[config.mk]
export PLATFORM = sky130hd
export DESIGN_NAME = mdc_delay_commutator
export DESIGN_NICKNAME = d
export VERILOG_FILES = /design/src/rtl/fft_pkg.sv /design/src/rtl/cplx_delay_line.sv /design/src/rtl/mdc_delay_commutator.sv
export SDC_FILE = /design/constraint.sdc
export NUM_CORES = 1
export LEC_CHECK = 0
export ABC_CLOCK_PERIOD_IN_PS = 1400
export CORE_UTILIZATION = 35
export DETAILED_ROUTE_END_ITERATION = 10
export GPL_TIMING_DRIVEN = 0
export PLACE_DENSITY = 0.61
export SLEW_MARGIN = 20
export SYNTH_ARGS = -nofsm -noshare
export SYNTH_HDL_FRONTEND = slang
export SYNTH_SLANG_ARGS = --single-unit
[constraint.sdc]
create_clock -name clk -period 1.4 [get_ports clk]
set_clock_uncertainty 0.2 [all_clocks]
set_input_delay 0.28 -clock clk [delete_from_list [all_inputs] [get_ports clk]]
set_output_delay 0.28 -clock clk [all_outputs]
set_load 0.005 [all_outputs]
[src/rtl/fft_pkg.sv]
// Shared definitions for the MDC FFT/IFFT datapath: default component
// width, the packed complex sample type and a constant-foldable log2
// helper used to size counters.
package fft_pkg;

  // Default component width (S4.9 in the current IFFT).
  localparam int FFT_DW = 14;

  // Packed complex sample at the default width; real part in the upper half.
  // Fields are re/im because "real" is a reserved word.
  typedef struct packed {
    logic [FFT_DW-1:0] re;
    logic [FFT_DW-1:0] im;
  } cplx_t;

  // Ceiling log2; returns 0 for values <= 1 so DEPTH=1 yields a 1-bit phase.
  function automatic int clog2(input int value);
    int w;
    w = 0;
    while ((1 << w) < value) begin
      w = w + 1;
    end
    return w;
  endfunction

endpackage

[src/rtl/cplx_delay_line.sv]
// Enable-gated shift-register delay line for packed complex samples.
// A value shifted in appears on q exactly DEPTH enabled cycles later.
// clr is a synchronous clear of every stage and has priority over en.
module cplx_delay_line
  import fft_pkg::*;
#(
  parameter int DEPTH = 4,
  parameter int WIDTH = 2 * FFT_DW
) (
  input  logic             clk,
  input  logic             clr,
  input  logic             en,
  input  logic [WIDTH-1:0] d,
  output logic [WIDTH-1:0] q
);

  // tap[0] is the input; tap[i+1] is the output of stage i.
  logic [WIDTH-1:0] tap [DEPTH+1];

  assign tap[0] = d;

  for (genvar gi = 0; gi < DEPTH; gi++) begin : g_stage
    logic [WIDTH-1:0] stage_reg;

    // Each stage takes its predecessor only on an accepted sample.
    always_ff @(posedge clk) begin
      if (clr) begin
        stage_reg <= '0;
      end else if (en) begin
        stage_reg <= tap[gi];
      end
    end

    assign tap[gi+1] = stage_reg;
  end

  assign q = tap[DEPTH];

endmodule

[src/rtl/mdc_delay_commutator.sv]
// Delay-commutator for one stage of the two-lane MDC FFT/IFFT pipeline.
// The lower lane is delayed by DEPTH samples, then a swap/bypass switch
// driven by an internal phase counter pairs it with the upper lane, and
// the switch's upper output is delayed again by DEPTH samples. The net
// effect reorders every 2*DEPTH-sample block for the next butterfly.
// Optional macro MDC_COMMUTATOR_SOF_EN adds the out_sof port, flagging the
// first output pair of each block.
module mdc_delay_commutator
  import fft_pkg::*;
#(
  parameter int DW    = FFT_DW,
  parameter int DEPTH = 4
) (
  input  logic          clk,
  input  logic          rst,
  input  logic          sync_clr,
  input  logic          in_valid,
  input  logic [DW-1:0] UI_real,
  input  logic [DW-1:0] UI_imag,
  input  logic [DW-1:0] LI_real,
  input  logic [DW-1:0] LI_imag,
  output logic          out_valid,
  output logic [DW-1:0] UO_real,
  output logic [DW-1:0] UO_imag,
  output logic [DW-1:0] LO_real,
  output logic [DW-1:0] LO_imag
`ifdef MDC_COMMUTATOR_SOF_EN
  ,
  output logic          out_sof
`endif
);

  // Phase counts modulo 2*DEPTH, so its MSB is the swap select; the fill
  // counter shares the width because it saturates at DEPTH.
  localparam int PW = clog2(DEPTH) + 1;
  localparam logic [PW-1:0] DEPTH_P = PW'(DEPTH);

  typedef struct packed {
    logic [DW-1:0] re;
    logic [DW-1:0] im;
  } lane_t;

  lane_t ui;
  lane_t li;
  lane_t dlo;
  lane_t du;
  lane_t sw_u;
  lane_t sw_l;
  lane_t uo_reg;
  lane_t lo_reg;

  logic [PW-1:0] p_reg;
  logic [PW-1:0] fill_reg;
  logic [PW-1:0] p_cur;
  logic [PW-1:0] fill_cur;
  logic          sel;
  logic          full;
  logic          out_valid_reg;

  assign ui.re = UI_real;
  assign ui.im = UI_imag;
  assign li.re = LI_real;
  assign li.im = LI_imag;

  // A frame restart makes the sample of the same cycle phase 0 with an
  // empty fill, so the switch must already see the cleared values.
  always_comb begin
    p_cur    = sync_clr ? '0 : p_reg;
    fill_cur = sync_clr ? '0 : fill_reg;
    sel      = p_cur[PW-1];
    full     = (fill_cur == DEPTH_P);
    if (sel) begin
      sw_u = dlo;
      sw_l = ui;
    end else begin
      sw_u = ui;
      sw_l = dlo;
    end
  end

  // Lower-lane input delay; only rst clears it, a frame restart keeps it.
  cplx_delay_line #(
    .DEPTH (DEPTH),
    .WIDTH (2 * DW)
  ) u_lower_delay (
    .clk (clk),
    .clr (rst),
    .en  (in_valid),
    .d   (li),
    .q   (dlo)
  );

  // Upper-lane output delay fed from the switch.
  cplx_delay_line #(
    .DEPTH (DEPTH),
    .WIDTH (2 * DW)
  ) u_upper_delay (
    .clk (clk),
    .clr (rst),
    .en  (in_valid),
    .d   (sw_u),
    .q   (du)
  );

`ifdef MDC_COMMUTATOR_SOF_EN
  logic sof_reg;

  // Flags the pair produced by the sample at phase DEPTH: the block's first pair.
  always_ff @(posedge clk) begin
    if (rst) begin
      sof_reg <= 1'b0;
    end else if (in_valid) begin
      sof_reg <= full && (p_cur == DEPTH_P);
    end else begin
      sof_reg <= 1'b0;
    end
  end

  assign out_sof = sof_reg;
`endif

  // Phase/fill sequencing and output registers; outputs hold across stalls.
  always_ff @(posedge clk) begin
    if (rst) begin
      p_reg         <= '0;
      fill_reg      <= '0;
      uo_reg        <= '0;
      lo_reg        <= '0;
      out_valid_reg <= 1'b0;
    end else if (in_valid) begin
      p_reg         <= p_cur + PW'(1);
      fill_reg      <= full ? fill_cur : fill_cur + PW'(1);
      uo_reg        <= du;
      lo_reg        <= sw_l;
      out_valid_reg <= full;
    end else begin
      if (sync_clr) begin
        p_reg    <= '0;
        fill_reg <= '0;
      end
      out_valid_reg <= 1'b0;
    end
  end

  assign out_valid = out_valid_reg;
  assign UO_real   = uo_reg.re;
  assign UO_imag   = uo_reg.im;
  assign LO_real   = lo_reg.re;
  assign LO_imag   = lo_reg.im;

endmodule

Yosys cells after proc, flatten, opt, wreduce, memory -nomap -nowiden
Cells that the tools add are included.
- reduce and logical (&&, ||, !) cells: 1
- equality and inequality tests: 1
- bitwise gates (word level): 1
- add/sub/neg operators: 2
- muxes and demuxes: 7
- operators by type and width (operator ; count):
    $mux 28 ; 2
    $mux 3 ; 5
    $add 3x1->3 const B ; 2
    $eq 3x3->1 const B ; 1
    $reduce_or 2->1 ; 1
    $not 1->1 ; 1
- logic and storage cells: 27
- bits of input ports: 60
- output and inout bits: 57
- register bits after elaboration: 287

Logic depth before layout (Yosys ltp)
- depth in word-level cells: 4
- mapped depth: 6
- gate-level depth less buffers: 5

Modules after synthesis
A second synthesis with hierarchy kept.
- cells, all modules: 1097
- area total of the unflattened synthesis: 11073.1 um^2
- by module, submodules not included (module ; seq. area each (um^2) ; times used ; cells an instance ; area an instance (um^2)):
    cplx_delay_line ; 2242.2 ; 2 ; 361 ; 4040.1
    mdc_delay_commutator ; 1261.2 ; 1 ; 375 ; 2992.9

Least setup slack after synthesis
Ideal clock, no wire load.
- path type: input to register
- start point: in sync_clr
- end point: reg fill_reg[0]
- path buffers: 1
- stages: 6
- data required time: 1.066 ns
- setup slack: -0.090 ns
- data arrival time: 1.157 ns
- setup time: 0.134 ns
- cells stage by stage: buf_4 -> nand2b_1 -> ha_1 -> and3_1 -> o21ai_0 -> a21oi_1
- word-level cells in the longest chain between the ends: 4
- elaborated cells between the ends (all ways): 5
- classes of those cells: 1 x add/sub; 1 x eq/ne; 3 x mux
- ends and longest elaborated chain (element ; RTL line ; source):
    start, declared ; mdc_delay_commutator.sv:16 ; input logic sync_clr,
    $mux 3 (*) ; -- ;
    $add 3x1->3 / $eq 3x3->1 (equally long branches) ; mdc_delay_commutator.sv:132, mdc_delay_commutator.sv:71 ;
    $mux 3 ; mdc_delay_commutator.sv:132 ; fill_reg <= full ? fill_cur : fill_cur + PW'(1);
    $mux 3 (*) ; mdc_delay_commutator.sv:130 ; end else if (in_valid) begin
    end signal, assigned ; mdc_delay_commutator.sv:132 ;
    end, declared ; mdc_delay_commutator.sv:53 ; logic [PW-1:0] fill_reg;
Every way passes the cells marked *; elsewhere a longest branch is shown, timed or not.
A chain may end at the register's enable or synchronous reset.

Worst setup path in the final report
- start point: reg lo_reg, in the netlist LO_real[9]
- end point: out LO_real[9]
- RTL lines (element ; RTL line ; source):
    start, declared ; mdc_delay_commutator.sv:50 ; lane_t lo_reg;
    start signal, assigned ; mdc_delay_commutator.sv:134 ; lo_reg <= sw_l;
    end, declared ; mdc_delay_commutator.sv:25 ; output logic [DW-1:0] LO_real,
No word-level cell between the ends.

==> impl_metrics.tcl <==
set metrics [dict create \
    synthDominantCellAreaShare_pct 52.2 \
    final-max-slew-violation-count 0 \
    fmax_mhz 664 \
    synth-simple-area-share_pct 14.4 \
    place.gp.congestion 0.835 \
    core_area_um2 30700 \
    areaGrowthSynthToFinish_pct 31.1 \
    synth_top_flop_cell "dfxtp_1" \
    reg2reg_from "p_reg[2]" \
    hpwl_um 20300 \
    violations "DRC, hold timing, setup timing" \
    synthTopCellsByArea "dfxtp_1, mux2i_1, nor2_1, a311oi_2, nand2_1" \
    start_util_pct 35.8 \
    powerDensity_nw_per_um2 1270 \
    period_needed_ps 1510 \
    first_pass_iters 8 \
    worstSkewPairLatency_ps 540 \
    rrSetupSlack_ps -60 \
    yosysWarnings 0 \
    place_area_um2 12700 \
    synth_compound_area_share_pct 7.96 \
    synth_top_cell_by_area "dfxtp_1" \
    vias 7979 \
    antenna_found_initial 1 \
    post_drt_wl_per_cell_um 16.7 \
    cp_num_buf_inv 1 \
    syn-instance-count 1073 \
    ys_top_cells_by_count "dfxtp_1, nor2_1, mux2i_1" \
    place_inst 1582 \
    die_width_um 179 \
    yosys.area_share.xor_xnor_pct 0.159 \
    grt_max_degree 15 \
    grtUsageTotal_pct 17.2 \
    cts_buffers 30 \
    start_kind "flop" \
    cp_data_required_time_ps 920 \
    critPathMaxStageDelay_ps 370 \
    worst-path-stages 1 \
    ios 117 \
    r2r-end "u_upper_delay.g_stage[0].stage_reg[12]" \
    synth_top_family_by_area "multiplexers" \
    status "finished with violations" \
    yosys.area_share.adder_pct 0.227 \
    setup.worst_path.start "LO_real[9]" \
    ir_worst_vdd_uv 1030 \
    fillers 2885 \
    syn-num-nets 1135 \
    grt_pass1_vias 7860 \
    postLayoutCellArea_um2 14400 \
    numPortBuffers 113 \
    crit_path_end_kind "output port" \
    rsz0062_at_grt "yes" \
    drc 24 \
    hold_viol 2 \
    setup_viol 104 \
    gr-total-overflow 0 \
    path_max_fanout 2 \
    hp-class "in -> reg" \
    synth.avg_cell_area_um2 10.3 \
    cts.sinks 287 \
    cts_buffer_depth 3 \
    fin_cells 1671 \
    htreeDepth 1 \
    crit_path_cell_trace "buf_2" \
    async_flop_share_pct 0 \
    post-place-ws_ps -368 \
    cellLeakagePower_nw 6.20 \
    rows 64 \
    fin_ws_ps -107 \
    muxShareOfSynthArea_pct 20.4 \
    drtIter0Drc 325 \
    setup_tns_ps -4440 \
    slowest_stage "dfxtp_2" \
    maxSlewHeadroom_pct 42.3 \
    critical_path.top_delay_family "flip-flops" \
    ant_nets 0 \
    synth-edff-count 0 \
    yosysSeqAreaShare_pct 52.2 \
    regArea_um2 5830 \
    viasPerCell 4.77 \
    cap_violations 0 \
    routed_wl_um 27800 \
    worstSetupPathType "reg -> out" \
    whs_ps -29.9 \
    ys_ff_latch 287 \
    cts.root.buffer_cell "clkbuf_16" \
    power.total_mw 18.4 \
    period_share_pct 108 \
    tritoncts "yes" \
    multiInputGateArea_um2 4990 \
    clk_pin_slew_ps 60 \
    critPathArrivalTime_ps 1030 \
    synth_cell_types 27 \
    critPathCapture "LO_real[9]" \
    die_area_um2 32200 \
    yosysMostFrequentCell "dfxtp_1" \
    tightest_slew_ps 865 \
    grt_pass1_wl_um 43400 \
    nets 1316 \
    syn_area_um2 11000 \
    fp.dieH_um 179 \
    r2r_cells 5 \
    final_layout_size_suffix_gt1_share_pct 28.6 \
]
-- placed cells by master (no fill, tap or decap), types with 30 or more instances in the layout --
| cell type | count |
|---|---|
| clkbuf_16 | 36 |
| buf_4 | 47 |
| dfxtp_2 | 56 |
| a311oi_2 | 56 |
| clkdlybuf4s50_1 | 56 |
| buf_2 | 42 |
| nand2_2 | 30 |
| mux2i_1 | 225 |
| buf_6 | 42 |
| nor2_1 | 285 |
| dfxtp_1 | 228 |
| nand2_1 | 68 |
-- layout make-up --
class | count | share of cell area, %
sequential | 287 | 40.3
multi-input combinational | 701 | 34.6
timing repair buffer | 149 | 10.4
clock buffer | 44 | 6.13
buffer | 84 | 3.94
tap | 396 | 3.43
clock inverter | 8 | 1.16
inverter | 1 | 0.0260
antenna | 1 | 0.0173
-- worst register-to-register path, cell delays in order (launching register included) --
cell and delay, ps:
dfxtp_2 330, nor2b_4 220, buf_12 170, buf_8 130, nand2_1 80, a311oi_2 250
-- timing repair --
action,CTS,global route
endpoints found under the setup margin,107,116
endpoints found under the hold margin,5,3
gates resized for setup,323,91
pin swaps,5,28
buffers inserted,24,4
gates cloned,2,5
-- where the power goes --
group	leakage [nW]	switching (mW)	internal [mW]	total, mW
logic	3.32	0.726	0.663	1.39
clock network	0.512	3.13	5.25	8.39
registers	2.36	0.178	8.43	8.61
total	6.20	4.04	14.3	18.4
-- layer usage --
layer	vias to the layer above	track usage [%]	share of wire, %
li1	4004	-	-
met1	3759	21.4	45
met2	157	29.2	47
met3	59	3.19	4.2
met4	0	6.90	3.9
met5	-	0	0
-- worst min path at each step --
stage | start | to | slack [ps] | cells after the start
after global routing | sync_clr | p_reg[0] | -30 | 4
after global placement | u_lower_delay.g_stage[1].stage_reg[27] | u_lower_delay.g_stage[1].stage_reg[27] | 270 | 2
after detailed placement | u_upper_delay.g_stage[2].stage_reg[22] | u_upper_delay.g_stage[2].stage_reg[22] | 280 | 2
after CTS | sync_clr | fill_reg[2] | -190 | 2
after floorplan | LI_imag[0] | u_lower_delay.g_stage[0].stage_reg[0] | 230 | 2
final | sync_clr | p_reg[0] | -30 | 4
-- logic make-up after synthesis --
family	Yosys count
xor gates and xnor gates	2
muxes	225
buffers and inverters	85
adders and majority gates	2
and+or+nand+nor	410
DFF	287
AOI/OAI and AO/OA	62
-- metrics by stage --
step | hold slack, ps | util [%]
5_1_grt | -26.5 | 47.0
6_report | -29.9 | 47.0
2_1_floorplan | 227 | -
4_1_cts | -187 | 45.3
3_3_place_gp | 273 | 41.2
3_5_place_dp | 282 | 41.2
Note: power is estimated with default switching activity, not from simulation.
